--- src/rtl/bcd_seg7_pkg.sv ---
// Shared constants and helpers for the BCD up/down counter with 7-segment driver.
// Segment patterns are active-low, ordered {g,f,e,d,c,b,a}.
package bcd_seg7_pkg;

    localparam logic [3:0] BCD_MAX   = 4'd9;
    localparam logic [6:0] SEG_BLANK = 7'b1111111;

    localparam logic [6:0] SEG_DIGIT [0:9] = '{
        7'b1000000,  // 0
        7'b1111001,  // 1
        7'b0100100,  // 2
        7'b0110000,  // 3
        7'b0011001,  // 4
        7'b0010010,  // 5
        7'b0000010,  // 6
        7'b1111000,  // 7
        7'b0000000,  // 8
        7'b0010000   // 9
    };

    // Decimal-only decode; codes above 9 never reach the display and go blank.
    function automatic logic [6:0] seg_decode(input logic [3:0] nibble);
        logic [6:0] seg;
        case (nibble)
            4'd0:    seg = SEG_DIGIT[0];
            4'd1:    seg = SEG_DIGIT[1];
            4'd2:    seg = SEG_DIGIT[2];
            4'd3:    seg = SEG_DIGIT[3];
            4'd4:    seg = SEG_DIGIT[4];
            4'd5:    seg = SEG_DIGIT[5];
            4'd6:    seg = SEG_DIGIT[6];
            4'd7:    seg = SEG_DIGIT[7];
            4'd8:    seg = SEG_DIGIT[8];
            4'd9:    seg = SEG_DIGIT[9];
            default: seg = SEG_BLANK;
        endcase
        return seg;
    endfunction

    // Clamp a loaded nibble into the BCD range.
    function automatic logic [3:0] bcd_sat(input logic [3:0] nibble);
        return (nibble > BCD_MAX) ? BCD_MAX : nibble;
    endfunction

endpackage

--- src/rtl/bcd_digit.sv ---
// One BCD digit of the counter chain: load, increment with carry, decrement with borrow.
module bcd_digit
    import bcd_seg7_pkg::*;
(
    input  logic       clk,
    input  logic       rst,
    input  logic       inc,
    input  logic       dec,
    input  logic       load,
    input  logic [3:0] ld_val,
    output logic [3:0] q,
    output logic       carry_out,
    output logic       borrow_out
);

    logic [3:0] q_d, q_q;

    // Next digit value: load wins over count, 9 wraps to 0 up, 0 wraps to 9 down.
    always_comb begin
        q_d = q_q;
        if (load) begin
            q_d = bcd_sat(ld_val);
        end else if (inc) begin
            q_d = (q_q == BCD_MAX) ? 4'd0 : q_q + 4'd1;
        end else if (dec) begin
            q_d = (q_q == 4'd0) ? BCD_MAX : q_q - 4'd1;
        end
    end

    // Digit register with synchronous reset.
    always_ff @(posedge clk) begin
        if (rst) q_q <= '0;
        else     q_q <= q_d;
    end

    assign q          = q_q;
    assign carry_out  = inc & (q_q == BCD_MAX);
    assign borrow_out = dec & (q_q == 4'd0);

endmodule

--- src/rtl/bcd_updown_counter_seg7.sv ---
// N-digit BCD up/down counter with clock-enable prescaler and multiplexed 7-segment driver.
// Optional feature macro: LEADING_ZERO_BLANK_EN blanks digits above the most-significant
// nonzero digit (digit 0 is always shown).
module bcd_updown_counter_seg7
    import bcd_seg7_pkg::*;
#(
    parameter int unsigned N_DIGITS  = 8,
    parameter int unsigned PRESC_W   = 27,
    parameter int unsigned REFRESH_W = 17
) (
    input  logic                    clk,
    input  logic                    rst,
    input  logic                    En,
    input  logic                    dir,
    input  logic [4:0]              s,
    input  logic                    load,
    input  logic [4*N_DIGITS-1:0]   load_val,
    output logic [4*N_DIGITS-1:0]   cnt_out,
    output logic                    tc,
    output logic [6:0]              Cnode,
    output logic                    dp,
    output logic [N_DIGITS-1:0]     AN
);

    localparam int unsigned IDX_W = (N_DIGITS > 1) ? $clog2(N_DIGITS) : 1;
    localparam int unsigned S_MAX = PRESC_W - 1;
    localparam logic [N_DIGITS-1:0] AN_RST = ~N_DIGITS'(1);

    logic [PRESC_W-1:0]   presc_d, presc_q;
    logic [4:0]           s_d, s_q;
    logic [REFRESH_W-1:0] refresh_d, refresh_q;
    logic [IDX_W-1:0]     idx_d, idx_q;
    logic                 tc_d, tc_q;
    logic [N_DIGITS-1:0]  an_d, an_q;
    logic [6:0]           cnode_d, cnode_q;
    logic                 dp_d, dp_q;

    logic                 tick;
    int unsigned          s_eff;
    logic [3:0]           sel_nib;
    logic                 blank;
`ifdef LEADING_ZERO_BLANK_EN
    logic                 zero_above;
`endif

    logic [N_DIGITS-1:0]  inc, dec, carry, borrow;

    // Rate tick: the low s'+1 prescaler bits are all ones, s' clamped to the prescaler width.
    always_comb begin
        s_eff = (32'(s_q) > S_MAX) ? S_MAX : 32'(s_q);
        tick  = 1'b1;
        for (int unsigned i = 0; i < PRESC_W; i++) begin
            if (i <= s_eff && !presc_q[i]) tick = 1'b0;
        end
    end

    // Count enables enter at digit 0 and ripple up through carry/borrow.
    assign inc[0] = tick & En & dir  & ~load;
    assign dec[0] = tick & En & ~dir & ~load;

    for (genvar g = 1; g < N_DIGITS; g++) begin : g_chain
        assign inc[g] = carry[g-1];
        assign dec[g] = borrow[g-1];
    end

    for (genvar g = 0; g < N_DIGITS; g++) begin : g_digit
        bcd_digit u_digit (
            .clk        (clk),
            .rst        (rst),
            .inc        (inc[g]),
            .dec        (dec[g]),
            .load       (load),
            .ld_val     (load_val[4*g +: 4]),
            .q          (cnt_out[4*g +: 4]),
            .carry_out  (carry[g]),
            .borrow_out (borrow[g])
        );
    end

    // Next-state for prescaler, refresh scan, wrap flag and display output registers.
    always_comb begin
        presc_d   = presc_q + PRESC_W'(1);
        s_d       = s;
        refresh_d = refresh_q + REFRESH_W'(1);
        idx_d     = idx_q;
        if (refresh_q == '1) begin
            idx_d = (idx_q == IDX_W'(N_DIGITS - 1)) ? '0 : idx_q + IDX_W'(1);
        end

        // A carry or borrow out of the top digit is exactly an all-9s / all-0s wrap.
        tc_d = carry[N_DIGITS-1] | borrow[N_DIGITS-1];

        sel_nib = 4'd0;
        an_d    = '1;
        for (int unsigned i = 0; i < N_DIGITS; i++) begin
            if (idx_q == IDX_W'(i)) begin
                sel_nib = cnt_out[4*i +: 4];
                an_d[i] = 1'b0;
            end
        end

        blank = 1'b0;
`ifdef LEADING_ZERO_BLANK_EN
        zero_above = 1'b1;
        for (int unsigned i = N_DIGITS - 1; i >= 1; i--) begin
            zero_above = zero_above & (cnt_out[4*i +: 4] == 4'd0);
            if (idx_q == IDX_W'(i) && zero_above) blank = 1'b1;
        end
`endif

        cnode_d = blank ? SEG_BLANK : seg_decode(sel_nib);
        dp_d    = ~((idx_q == '0) & ~dir);
    end

    // All top-level registers; AN, Cnode and dp share one clock edge so they never disagree.
    always_ff @(posedge clk) begin
        if (rst) begin
            presc_q   <= '0;
            s_q       <= '0;
            refresh_q <= '0;
            idx_q     <= '0;
            tc_q      <= 1'b0;
            an_q      <= AN_RST;
            cnode_q   <= SEG_DIGIT[0];
            dp_q      <= 1'b1;
        end else begin
            presc_q   <= presc_d;
            s_q       <= s_d;
            refresh_q <= refresh_d;
            idx_q     <= idx_d;
            tc_q      <= tc_d;
            an_q      <= an_d;
            cnode_q   <= cnode_d;
            dp_q      <= dp_d;
        end
    end

    assign tc    = tc_q;
    assign AN    = an_q;
    assign Cnode = cnode_q;
    assign dp    = dp_q;

endmodule

--- config.mk ---
export PLATFORM = sky130hd
export DESIGN_NAME = bcd_updown_counter_seg7
export DESIGN_NICKNAME = d
export VERILOG_FILES = /design/src/rtl/bcd_seg7_pkg.sv /design/src/rtl/bcd_digit.sv /design/src/rtl/bcd_updown_counter_seg7.sv
export SDC_FILE = /design/constraint.sdc
export NUM_CORES = 1
export LEC_CHECK = 0
export BUFFER_PORTS_ARGS = -buffer_cell sky130_fd_sc_hd__buf_2
export CAP_MARGIN = 25
export CORE_MARGIN = 2
export CORE_UTILIZATION = 27
export CTS_BUF_LIST = sky130_fd_sc_hd__clkbuf_16
export CTS_CLUSTER_DIAMETER = 150
export DETAILED_ROUTE_END_ITERATION = 6
export PLACE_DENSITY = 0.51
export SETUP_SLACK_MARGIN = 0.05
export SLEW_MARGIN = 10
export SYNTH_ARGS = -nofsm -noshare
export SYNTH_HDL_FRONTEND = slang
export SYNTH_HIERARCHICAL = 1
export SYNTH_SLANG_ARGS = --single-unit
--- constraint.sdc ---
create_clock -name clk -period 15.6 [get_ports clk]
set_input_delay 4.68 -clock clk [delete_from_list [all_inputs] [get_ports clk]]
set_output_delay 4.68 -clock clk [all_outputs]
set_load 0.02 [all_outputs]
==> results.sh, run 1 <==
export IMPL_crit_slowest_cell="nor4_1"
export IMPL_ys_ff_latch=101
export IMPL_cts_resized=0
export IMPL_slew_headroom_pct=30.7
export IMPL_syn_nets=890
export IMPL_numCtsBuffers=9
export IMPL_cp_common_cell="nor4_1"
export IMPL_rows=58
export IMPL_slew_violations=0
export IMPL_stdcell_area_um2=7600
export IMPL_start_kind="input port"
export IMPL_grt_max_degree=86
export IMPL_synthMuxAreaShare_pct=0.516
export IMPL_min_path_cells=1
export IMPL_skew_ns=0.0108
export IMPL_port_buffers=90
export IMPL_drt_wirelength_per_cell_um=14.6
export IMPL_drt_vias_per_instance=5.03
export IMPL_dp_hpwl_mm=12.5
export IMPL_diodes=0
export IMPL_synth_compound_area_share_pct=20.9
export IMPL_synth_simple_gate_area_share_pct=31.0
export IMPL_die_area_um2=26400
export IMPL_cts_sink_count=101
export IMPL_dpl_cell_area_um2=7270
export IMPL_dr_pass1_iters=5
export IMPL_crit_path_max_incr_delay_ns=0.72
export IMPL_route_detailed_drc=0
export IMPL_drtAntennaViolNets=0
export IMPL_syn_inst=834
export IMPL_reg2reg_from="s_q[3]$_SDFF_PP0_"
export IMPL_rrSetupSlack_ns=7.40
export IMPL_synth_top_area_share_pct=29.8
export IMPL_synthArstFlopShare_pct=0
export IMPL_synth_area_um2=6790
export IMPL_min_from="refresh_q[0]$_SDFF_PP0_"
export IMPL_synth_common_cells="101 x dfxtp_1, 85 x nor2_1, 44 x a21oi_1, 44 x nor4_1, 37 x nand3_1"
export IMPL_drive_gt1_share_pct=19.0
export IMPL_reg2regPathDepth=25
export IMPL_clockBufferDepth=2
export IMPL_synth_edff_count=0
export IMPL_yosysTopAreaCell="dfxtp_1"
export IMPL_die_width_um=163
export IMPL_root_buffer="clkbuf_16"
export IMPL_rsz0062_at_grt="false"
export IMPL_synthAdderAreaFrac_pct=2.58
export IMPL_ios=91
export IMPL_crit_path_end_kind="flop"
export IMPL_layout_nets=939
export IMPL_routed_wl_mm=17.8
export IMPL_coreArea_um2=25000
export IMPL_hold_path_class="flop to flop"
export IMPL_powerDensity_nw_per_um2=76.8
export IMPL_status="finished, final reports clean"
export IMPL_cts_setup_buffers=0
export IMPL_r2r_end="g_digit[7].u_digit/q[1]$_SDFFE_PP0P_"
export IMPL_antenna_found_initial=0
export IMPL_yosysUniqueCellTypes=73
export IMPL_cts_tree="done"
export IMPL_finalSetupTns_ns=0
export IMPL_cp_max_fo=6
export IMPL_gp_congestion=0.793
export IMPL_ctsHtreeMaxLevel=3
export IMPL_yosysWarnings=6
export IMPL_synth_top_family_by_area="simple AND/OR/NAND/NOR gates"
export IMPL_yosysMostFrequentCell="dfxtp_1"
export IMPL_drv_cap=0
export IMPL_hold_end="refresh_q[0]$_SDFF_PP0_"
export IMPL_clk_latency_ns=0.36
export IMPL_p_leak_nw=2.77
export IMPL_layout_min_cycle_time_ns=11.76
export IMPL_peakVddDrop_v=0.0000419
export IMPL_yosysSeqAreaShare_pct=29.8
export IMPL_timing_final_crit_share_pct=75.4
export IMPL_initial_utilization_pct=27.2
export IMPL_gr_total_overflow=0
export IMPL_grt_pass1_wl_mm=29.2
export IMPL_path_class="input port to flop"
export IMPL_synthTopCellsByArea="dfxtp_1 30%, nor2_1 4.7%, nor4_1 4.1%"
export IMPL_area_growth_pct=12.0
export IMPL_avgSynthCellArea_um2=8.14
export IMPL_grtUsageTotal_pct=13.6
export IMPL_num_vias=6132
export IMPL_tightest_slew_ns=1.04
export IMPL_synth_xor_area_share_pct=6.19
export IMPL_max_freq_mhz=85.1
export IMPL_ys_flop_type="dfxtp_1"
export IMPL_critical_path_arrival_ns=12.06
export IMPL_holdBufCountCts=0
export IMPL_die_h_um=163
export IMPL_clk_pin_slew_ns=0.08
export IMPL_hold_violations=0
export IMPL_drt_iter0_drc=347
export IMPL_grt_pass1_vias=5654
export IMPL_finalSetupViolCount=0
export IMPL_required_ns=15.90
-- state kept, by name (all words and copies together) (netlist names) --
name	flops
g_digit.u_digit/q	32
presc_q	27
refresh_q	17
AN	8
Cnode	7
s_q	5
idx_q	3
dp	1
tc	1
-- where the power goes --
| part | leakage [nW] | internal [mW] | switching (mW) |
|---|---|---|---|
| combinational | 1.81 | 0.0313 | 0.0398 |
| sequential | 0.823 | 0.266 | 0.0208 |
| clock | 0.141 | 0.112 | 0.114 |
| total | 2.77 | 0.409 | 0.174 |
-- area by class of cell --
| type | instances | area [um2] |
|---|---|---|
| flip-flops and latches | 101 | 2020 |
| multi-input cells | 629 | 4200 |
| clock buffers | 9 | 225 |
| well taps | 330 | 413 |
| fillers | 2739 | 17400 |
| inverters | 43 | 164 |
| clock inverters | 7 | 70.1 |
| repair buffers | 99 | 515 |
-- metrics by stage --
stage	cells	setup slack [ns]	hold WS, ns	utilization [%]	total power [mW]
after CTS	1212	2.82	0.452	30.3	0.593
final	1218	3.84	0.451	30.5	0.584
after floorplan	834	4.71	0.413	-	0.343
after global routing	1218	2.65	0.477	30.5	0.614
after detailed placement	1196	2.46	0.438	29.1	0.364
after global placement	1196	2.68	0.427	29.1	0.365
-- logic make-up (layout without fill, tap and decap cells) --
family,Yosys count,after routing
buf+inv,104,158
compound gates,200,200
flops,101,101
xor+xnor,48,48
simple gates,364,364
fa+ha+maj,14,14
mux,3,3
-- metal layers --
layer  part of all wire [%]  GRT usage (%)
met5                      0              0
met4                   0.99           2.78
met3                    4.8           2.98
met2                     47           22.3
met1                     48           18.3
-- worst max-delay path: cells and delay by family --
family / cells / cell delay [ns]
compound gates: 4 / 0.75
buf+inv: 2 / 0.37
simple gates: 20 / 6.28
-- layout by cell type (no fill, tap or decap), types with 9 or more instances in the layout --
cell	n
a221o_1	16
nor4b_1	9
nor3_1	31
a31oi_1	13
xor2_1	21
clkbuf_16	9
nand2b_1	17
o221ai_1	9
nand3b_1	14
buf_2	90
a21oi_1	44
ha_1	14
nand2_1	33
nor4_1	44
nand3_1	37
nor2b_1	20
nand4_1	9
nor2_1	85
o21ai_1	19
inv_1	33
a2bb2oi_1	9
or3_1	9
xnor2_1	27
dfxtp_1	101
o21ai_0	25
o2bb2ai_1	9
-- worst max-delay path by stage --
stage / start / endpoint / cells after the start
2_1_floorplan: load / g_digit[7].u_digit/q[1]$_SDFFE_PP0P_ / 24
3_3_place_gp: load / g_digit[7].u_digit/q[2]$_SDFFE_PP0P_ / 26
3_5_place_dp: load / g_digit[7].u_digit/q[1]$_SDFFE_PP0P_ / 26
4_1_cts: load / g_digit[7].u_digit/q[1]$_SDFFE_PP0P_ / 26
5_1_grt: load / g_digit[7].u_digit/q[1]$_SDFFE_PP0P_ / 26
6_report: load / g_digit[7].u_digit/q[1]$_SDFFE_PP0P_ / 26
No activity file was read; power rests on OpenSTA's default activity.
==> run 2, diff against run 1 <==
--- a/config.mk
+++ b/config.mk
@@ -5,6 +5,7 @@
 export SDC_FILE = /design/constraint.sdc
 export NUM_CORES = 1
 export LEC_CHECK = 0
+export ABC_AREA = 1
 export BUFFER_PORTS_ARGS = -buffer_cell sky130_fd_sc_hd__buf_2
 export CAP_MARGIN = 25
 export CORE_MARGIN = 2
@@ -12,7 +13,7 @@
 export CTS_BUF_LIST = sky130_fd_sc_hd__clkbuf_16
 export CTS_CLUSTER_DIAMETER = 150
 export DETAILED_ROUTE_END_ITERATION = 6
-export PLACE_DENSITY = 0.51
+export PLACE_DENSITY = 0.53
 export SETUP_SLACK_MARGIN = 0.05
 export SLEW_MARGIN = 10
 export SYNTH_ARGS = -nofsm -noshare
==> constraint.sdc (replaced) <==
create_clock -name clk -period 10.5 [get_ports clk]
set_input_delay 3.15 -clock clk [delete_from_list [all_inputs] [get_ports clk]]
set_output_delay 3.15 -clock clk [all_outputs]
set_load 0.02 [all_outputs]
==> run 2 against run 1 <==
Against the previous run: flip-flop and latch count unchanged; critical path type unchanged; count of clock-buffer cells in the layout unchanged; power is 56% higher; critical endpoint unchanged.
==> results.sh, run 2 <==
export IMPL_status="finished, final reports clean"
export IMPL_yosysUniqueCellTypes=46
export IMPL_root_buffer="clkbuf_16"
export IMPL_hold_path_class="flop to flop"
export IMPL_gp_congestion=0.898
export IMPL_routed_wl_mm=17.8
export IMPL_grt_pass1_vias=6324
export IMPL_crit_slowest_cell="nor3_1"
export IMPL_hold_violations=0
export IMPL_drtAntennaViolNets=0
export IMPL_die_area_um2=26100
export IMPL_final_common_cell="nand2_1"
export IMPL_start_kind="input port"
export IMPL_drt_vias_per_instance=4.58
export IMPL_dr_pass1_iters=5
export IMPL_route_detailed_drc=0
export IMPL_synthArstFlopShare_pct=0
export IMPL_slew_headroom_pct=48.9
export IMPL_layout_min_cycle_time_ns=8.91
export IMPL_dp_hpwl_mm=13.5
export IMPL_final_util_pct=32.4
export IMPL_clockBufferDepth=2
export IMPL_fin_hold_ws_ns=0.459
export IMPL_finalSetupViolCount=0
export IMPL_yosysTopAreaCell="dfxtp_1"
export IMPL_r2r_end="g_digit[7].u_digit/q[1]$_SDFFE_PP0P_"
export IMPL_powerDensity_nw_per_um2=116
export IMPL_synth_area_um2=6710
export IMPL_dp_cells=1477
export IMPL_layout_nets=1220
export IMPL_die_h_um=162
export IMPL_final_cell_mix="273 x nand2_1, 159 x inv_1, 120 x nor2_1, 101 x dfxtp_1, 90 x buf_2"
export IMPL_slew_violations=0
export IMPL_critical_path_arrival_ns=9.13
export IMPL_clk_pin_slew_ns=0.07
export IMPL_rows=57
export IMPL_crit_start="En"
export IMPL_synth_edff_count=0
export IMPL_coreArea_um2=24300
export IMPL_grt_max_degree=62
export IMPL_yosysSeqAreaShare_pct=30.1
export IMPL_reg2reg_from="s_q[4]$_SDFF_PP0_"
export IMPL_max_freq_mhz=112
export IMPL_drive_gt1_share_pct=16.6
export IMPL_gr_total_overflow=0
export IMPL_skew_ns=0.00898
export IMPL_p_leak_nw=3.75
export IMPL_met3_usage_pct=1.98
export IMPL_largest_reg_flops=32
export IMPL_fillCellCount=2635
export IMPL_holdBufCountCts=0
export IMPL_ios=91
export IMPL_avgSynthCellArea_um2=6.27
export IMPL_yosysWarnings=6
export IMPL_grt_pass1_wl_mm=29.9
export IMPL_initial_utilization_pct=27.6
export IMPL_path_class="input port to flop"
export IMPL_grtUsageTotal_pct=13.8
export IMPL_reg2regPathDepth=27
export IMPL_drt_wirelength_per_cell_um=11.9
export IMPL_yosysMostFrequentCell="nand2_1"
export IMPL_dpl_cell_area_um2=7560
export IMPL_die_width_um=162
export IMPL_crit_path_max_incr_delay_ns=0.44
export IMPL_rrSetupSlack_ns=3.77
export IMPL_grt_busiest_layer="met2"
export IMPL_use_met1_pct=19.1
export IMPL_cts_resized=0
export IMPL_clk_latency_ns=0.36
export IMPL_cp_max_fo=6
export IMPL_grtUsageMet2_pct=22.1
export IMPL_crit_path_end_kind="flop"
export IMPL_ys_ff_latch=101
export IMPL_finalSetupTns_ns=0
export IMPL_stdcell_area_um2=7880
export IMPL_port_buffers=90
export IMPL_num_vias=6842
export IMPL_ctsHtreeMaxLevel=3
export IMPL_synthTopCellsByArea="dfxtp_1 30%, nand2_1 15%, inv_1 8.9%"
export IMPL_cts_sink_count=101
export IMPL_peakVddDrop_v=0.0000748
export IMPL_numCtsBuffers=9
export IMPL_dp_slack_ns=1.25
export IMPL_synth_common_cells="273 x nand2_1, 159 x inv_1, 120 x nor2_1, 101 x dfxtp_1, 82 x nand3_1"
export IMPL_antenna_found_initial=0
export IMPL_area_growth_pct=17.5
export IMPL_drt_iter0_drc=395
export IMPL_ys_flop_type="dfxtp_1"
export IMPL_finalWorstSetupSlack_ns=1.59
export IMPL_timing_final_crit_share_pct=84.9
export IMPL_p_total_mw=0.913
export IMPL_required_ns=10.72
export IMPL_fin_cells=1493
export IMPL_drv_cap=0
export IMPL_cts_tree="done"
export IMPL_diodes=0
export IMPL_tightest_slew_ns=0.767
export IMPL_cp_endpoint="g_digit[7].u_digit/q[1]$_SDFFE_PP0P_"
export IMPL_rsz0062_at_grt="false"
export IMPL_syn_inst=1070
export IMPL_synth_top_area_share_pct=30.1
export IMPL_cts_setup_buffers=0
export IMPL_syn_nets=1126
run 2: changes by cell type after synthesis, sizes merged, moves of 20 or more:
| cell | previous run | this run |
|---|---|---|
| xnor2 | 27 | 2 |
| nand3 | 38 | 96 |
| inv | 42 | 178 |
| nor2b | 20 | 0 |
| o21ai | 44 | 67 |
| buf | 38 | 4 |
| nand2 | 42 | 282 |
| nor2 | 86 | 139 |
| nor4 | 46 | 3 |
run 2: how the worst min path moves through the flow:
stage	to	cells past startpoint	from
finish	refresh_q[0]$_SDFF_PP0_	1	refresh_q[0]$_SDFF_PP0_
global route	refresh_q[0]$_SDFF_PP0_	1	refresh_q[0]$_SDFF_PP0_
floorplan	refresh_q[0]$_SDFF_PP0_	1	refresh_q[0]$_SDFF_PP0_
detailed placement	refresh_q[0]$_SDFF_PP0_	1	refresh_q[0]$_SDFF_PP0_
global placement	refresh_q[0]$_SDFF_PP0_	1	refresh_q[0]$_SDFF_PP0_
CTS	refresh_q[0]$_SDFF_PP0_	1	refresh_q[0]$_SDFF_PP0_
run 2: cells by family (layout without fill, tap and decap cells):
group	Yosys count	in the layout	share of synthesized area, %
and+or+nand+nor	582	582	40.1
buffers and inverters	188	287	10.7
AOI/OAI and AO/OA	177	177	15.4
DFF	101	101	30.1
adders and majority gates	14	14	2.61
xor gates and xnor gates	8	8	1.04
run 2: power breakdown:
group	internal [mW]	leakage, nW	switching (mW)	total (mW)
sequential	0.394	0.823	0.0198	0.414
combinational	0.0477	2.77	0.0820	0.130
clock	0.210	0.156	0.159	0.369
total	0.652	3.75	0.261	0.913
run 2: critical path: cells and delay by family:
| family | cells | cell delay, ns |
|---|---|---|
| AOI/OAI and AO/OA | 4 | 0.44 |
| buffers and inverters | 9 | 1.64 |
| and+or+nand+nor | 15 | 3.89 |
run 2: final cells by class:
| class | count | area [um2] | share of cell area [%] |
|---|---|---|---|
| multi-input cells | 781 | 3970 | 50.3 |
| flip-flops and latches | 101 | 2020 | 25.6 |
| inverters | 178 | 671 | 8.51 |
| repair buffers | 93 | 493 | 6.25 |
| well taps | 324 | 405 | 5.14 |
| clock buffers | 9 | 225 | 2.86 |
| clock inverters | 7 | 98.8 | 1.25 |
run 2: routing by layer:
layer  vias to the layer above  share of wire [%]
li1                       3641                  -
met1                      3031                 51
met2                       152                 44
met3                        18                4.0
met4                         0                1.4
met5                         -                  0
==> run 3, diff against run 2 <==
--- a/config.mk
+++ b/config.mk
@@ -13,7 +13,7 @@
 export CTS_BUF_LIST = sky130_fd_sc_hd__clkbuf_16
 export CTS_CLUSTER_DIAMETER = 150
 export DETAILED_ROUTE_END_ITERATION = 6
-export PLACE_DENSITY = 0.53
+export PLACE_DENSITY = 0.52
 export SETUP_SLACK_MARGIN = 0.05
 export SLEW_MARGIN = 10
 export SYNTH_ARGS = -nofsm -noshare
==> constraint.sdc (replaced) <==
create_clock -name clk -period 8.4 [get_ports clk]
set_input_delay 2.52 -clock clk [delete_from_list [all_inputs] [get_ports clk]]
set_output_delay 2.52 -clock clk [all_outputs]
set_load 0.02 [all_outputs]
==> run 3 against run 2 <==
Against the previous run: worst hold slack lost 0.0033 ns; cell count increased by 0.13%; global-route usage grew 0.35 points; routed wire length is 0.50% higher; highest routed layer unchanged; first-iteration DRC count down 15%; sequential power is 25% higher; power grew 17%.
==> results.sh, run 3 (same netlist as run 2, synthesis figures left out) <==
export IMPL_status="finished, final reports clean"
export IMPL_clk_latency_ns=0.35
export IMPL_clkPwrFrac_pct=36.5
export IMPL_pwr_share_seq_pct=48.4
export IMPL_gr_total_overflow=0
export IMPL_final_cell_mix="273 x nand2_1, 161 x inv_1, 120 x nor2_1, 101 x dfxtp_1, 90 x buf_2"
export IMPL_clk_pin_slew_ns=0.07
export IMPL_dr_pass1_iters=4
export IMPL_die_width_um=162
export IMPL_drtAntennaViolNets=0
export IMPL_drt_iter0_drc=337
export IMPL_max_freq_mhz=132
export IMPL_tightest_slew_ns=0.631
export IMPL_rsz0062_at_grt="false"
export IMPL_p_sw_mw=0.320
export IMPL_num_vias=6841
export IMPL_die_h_um=162
export IMPL_grt_max_degree=50
export IMPL_hold_path_class="flop to flop"
export IMPL_port_buffers=90
export IMPL_start_kind="input port"
export IMPL_timing_final_crit_share_pct=90.5
export IMPL_drv_cap=0
export IMPL_layout_min_cycle_time_ns=7.60
export IMPL_p_int_mw=0.748
export IMPL_grt_pass1_vias=6399
export IMPL_drt_wirelength_per_cell_um=11.9
export IMPL_area_growth_pct=16.7
export IMPL_antenna_found_initial=0
export IMPL_diodes=0
export IMPL_coreArea_um2=24300
export IMPL_cts_setup_buffers=0
export IMPL_drt_vias_per_instance=4.58
export IMPL_grtUsageTotal_pct=14.1
export IMPL_cts_sink_count=101
export IMPL_largest_reg_flops=32
export IMPL_ctsHtreeMaxLevel=3
export IMPL_skew_ns=0.00871
export IMPL_required_ns=8.62
export IMPL_slew_violations=0
export IMPL_fin_hold_ws_ns=0.456
export IMPL_drive_gt1_share_pct=16.6
export IMPL_cts_tree="done"
export IMPL_final_common_cell="nand2_1"
export IMPL_powerDensity_nw_per_um2=136
export IMPL_routed_wl_mm=17.9
export IMPL_crit_path_end_kind="flop"
export IMPL_finalSetupViolCount=0
export IMPL_ios=91
export IMPL_root_buffer="clkbuf_16"
export IMPL_p_total_mw=1.07
export IMPL_rows=57
export IMPL_gp_congestion=0.877
export IMPL_numCtsBuffers=9
export IMPL_layout_nets=1222
export IMPL_dp_hpwl_mm=13.6
export IMPL_combinationalPowerShare_pct=15.1
export IMPL_path_class="input port to flop"
export IMPL_p_sw_share_pct=30.0
export IMPL_grt_pass1_wl_mm=30.7
export IMPL_die_area_um2=26100
export IMPL_clockBufferDepth=2
export IMPL_critical_path_arrival_ns=7.82
export IMPL_p_leak_nw=3.72
export IMPL_slew_headroom_pct=58.0
export IMPL_initial_utilization_pct=27.6
export IMPL_cp_max_fo=6
export IMPL_route_detailed_drc=0
export IMPL_hold_violations=0
export IMPL_finalSetupTns_ns=0
export IMPL_peakVddDrop_v=0.0000645
-- run 3: final timing paths --
path                            from                              endpoint  slack (ns)  cells after the start
max                               En  g_digit[7].u_digit/q[2]$_SDFFE_PP0P_        0.80                     28
min          refresh_q[0]$_SDFF_PP0_               refresh_q[0]$_SDFF_PP0_        0.46                      1
max reg2reg        s_q[4]$_SDFF_PP0_  g_digit[7].u_digit/q[2]$_SDFFE_PP0P_        2.33                     27
min reg2reg  refresh_q[0]$_SDFF_PP0_               refresh_q[0]$_SDFF_PP0_        0.46                      1
-- run 3: timing repair --
action,CTS,global route
setup endpoints to repair,0,5
resized for setup,0,2
hold endpoints to repair,0,0
hold buffers,0,0
-- run 3: final cells by class --
type | instances | area (um2)
fill | 2719 | 16500
inverter | 178 | 671
clock buffer | 9 | 225
timing repair buffer | 95 | 488
sequential | 101 | 2020
tap | 324 | 405
clock inverter | 7 | 35.0
multi-input combinational | 781 | 3980
-- run 3: routing by layer --
| metal | wire length (um) | GRT usage [%] | share of wire (%) |
|---|---|---|---|
| met1 | 9060 | 19.3 | 51 |
| met2 | 7850 | 22.5 | 44 |
| met3 | 597 | 2.11 | 3.3 |
| met4 | 357 | 5.23 | 2.0 |
| met5 | 0 | 0 | 0 |
-- run 3: power groups by stage --
stage               Combinational (mW)  Sequential, mW  Clock [mW]
global placement                 0.162           0.529           0
detailed placement               0.161           0.528           0
CTS                              0.162           0.517       0.407
finish                           0.161           0.517       0.390
global route                     0.185           0.521       0.426
floorplan                        0.100           0.534           0
-- run 3: stage by stage --
step	cells	utilization, %	setup WS [ns]	cell area (um2)
floorplan	1070	-	1.10	6710
global placement	1479	31.1	0.397	7550
detailed placement	1479	31.1	0.191	7550
CTS	1495	32.1	0.588	7820
global route	1495	32.2	0.112	7830
finish	1495	32.2	0.800	7830
-- run 3: critical path, cell delays in order --
cell      delay [ns]
buf_2           0.07
nand2_1         0.04
nor2_1          0.14
o211ai_1        0.11
a21oi_1         0.12
nand3_1         0.08
nor2_1          0.11
nand3b_1        0.14
nor3_1          0.35
inv_1           0.21
nor3_2          0.29
inv_1           0.15
nor3_1          0.26
inv_1           0.15
nor3_1          0.37
inv_1           0.19
nor3_1          0.28
inv_1           0.17
nor3_2          0.31
inv_1           0.16
nor3_1          0.38
inv_1           0.18
nor3_1          0.38
inv_1           0.18
nand3_1         0.18
o21ai_0         0.10
a21oi_1         0.13
nor2_1          0.05
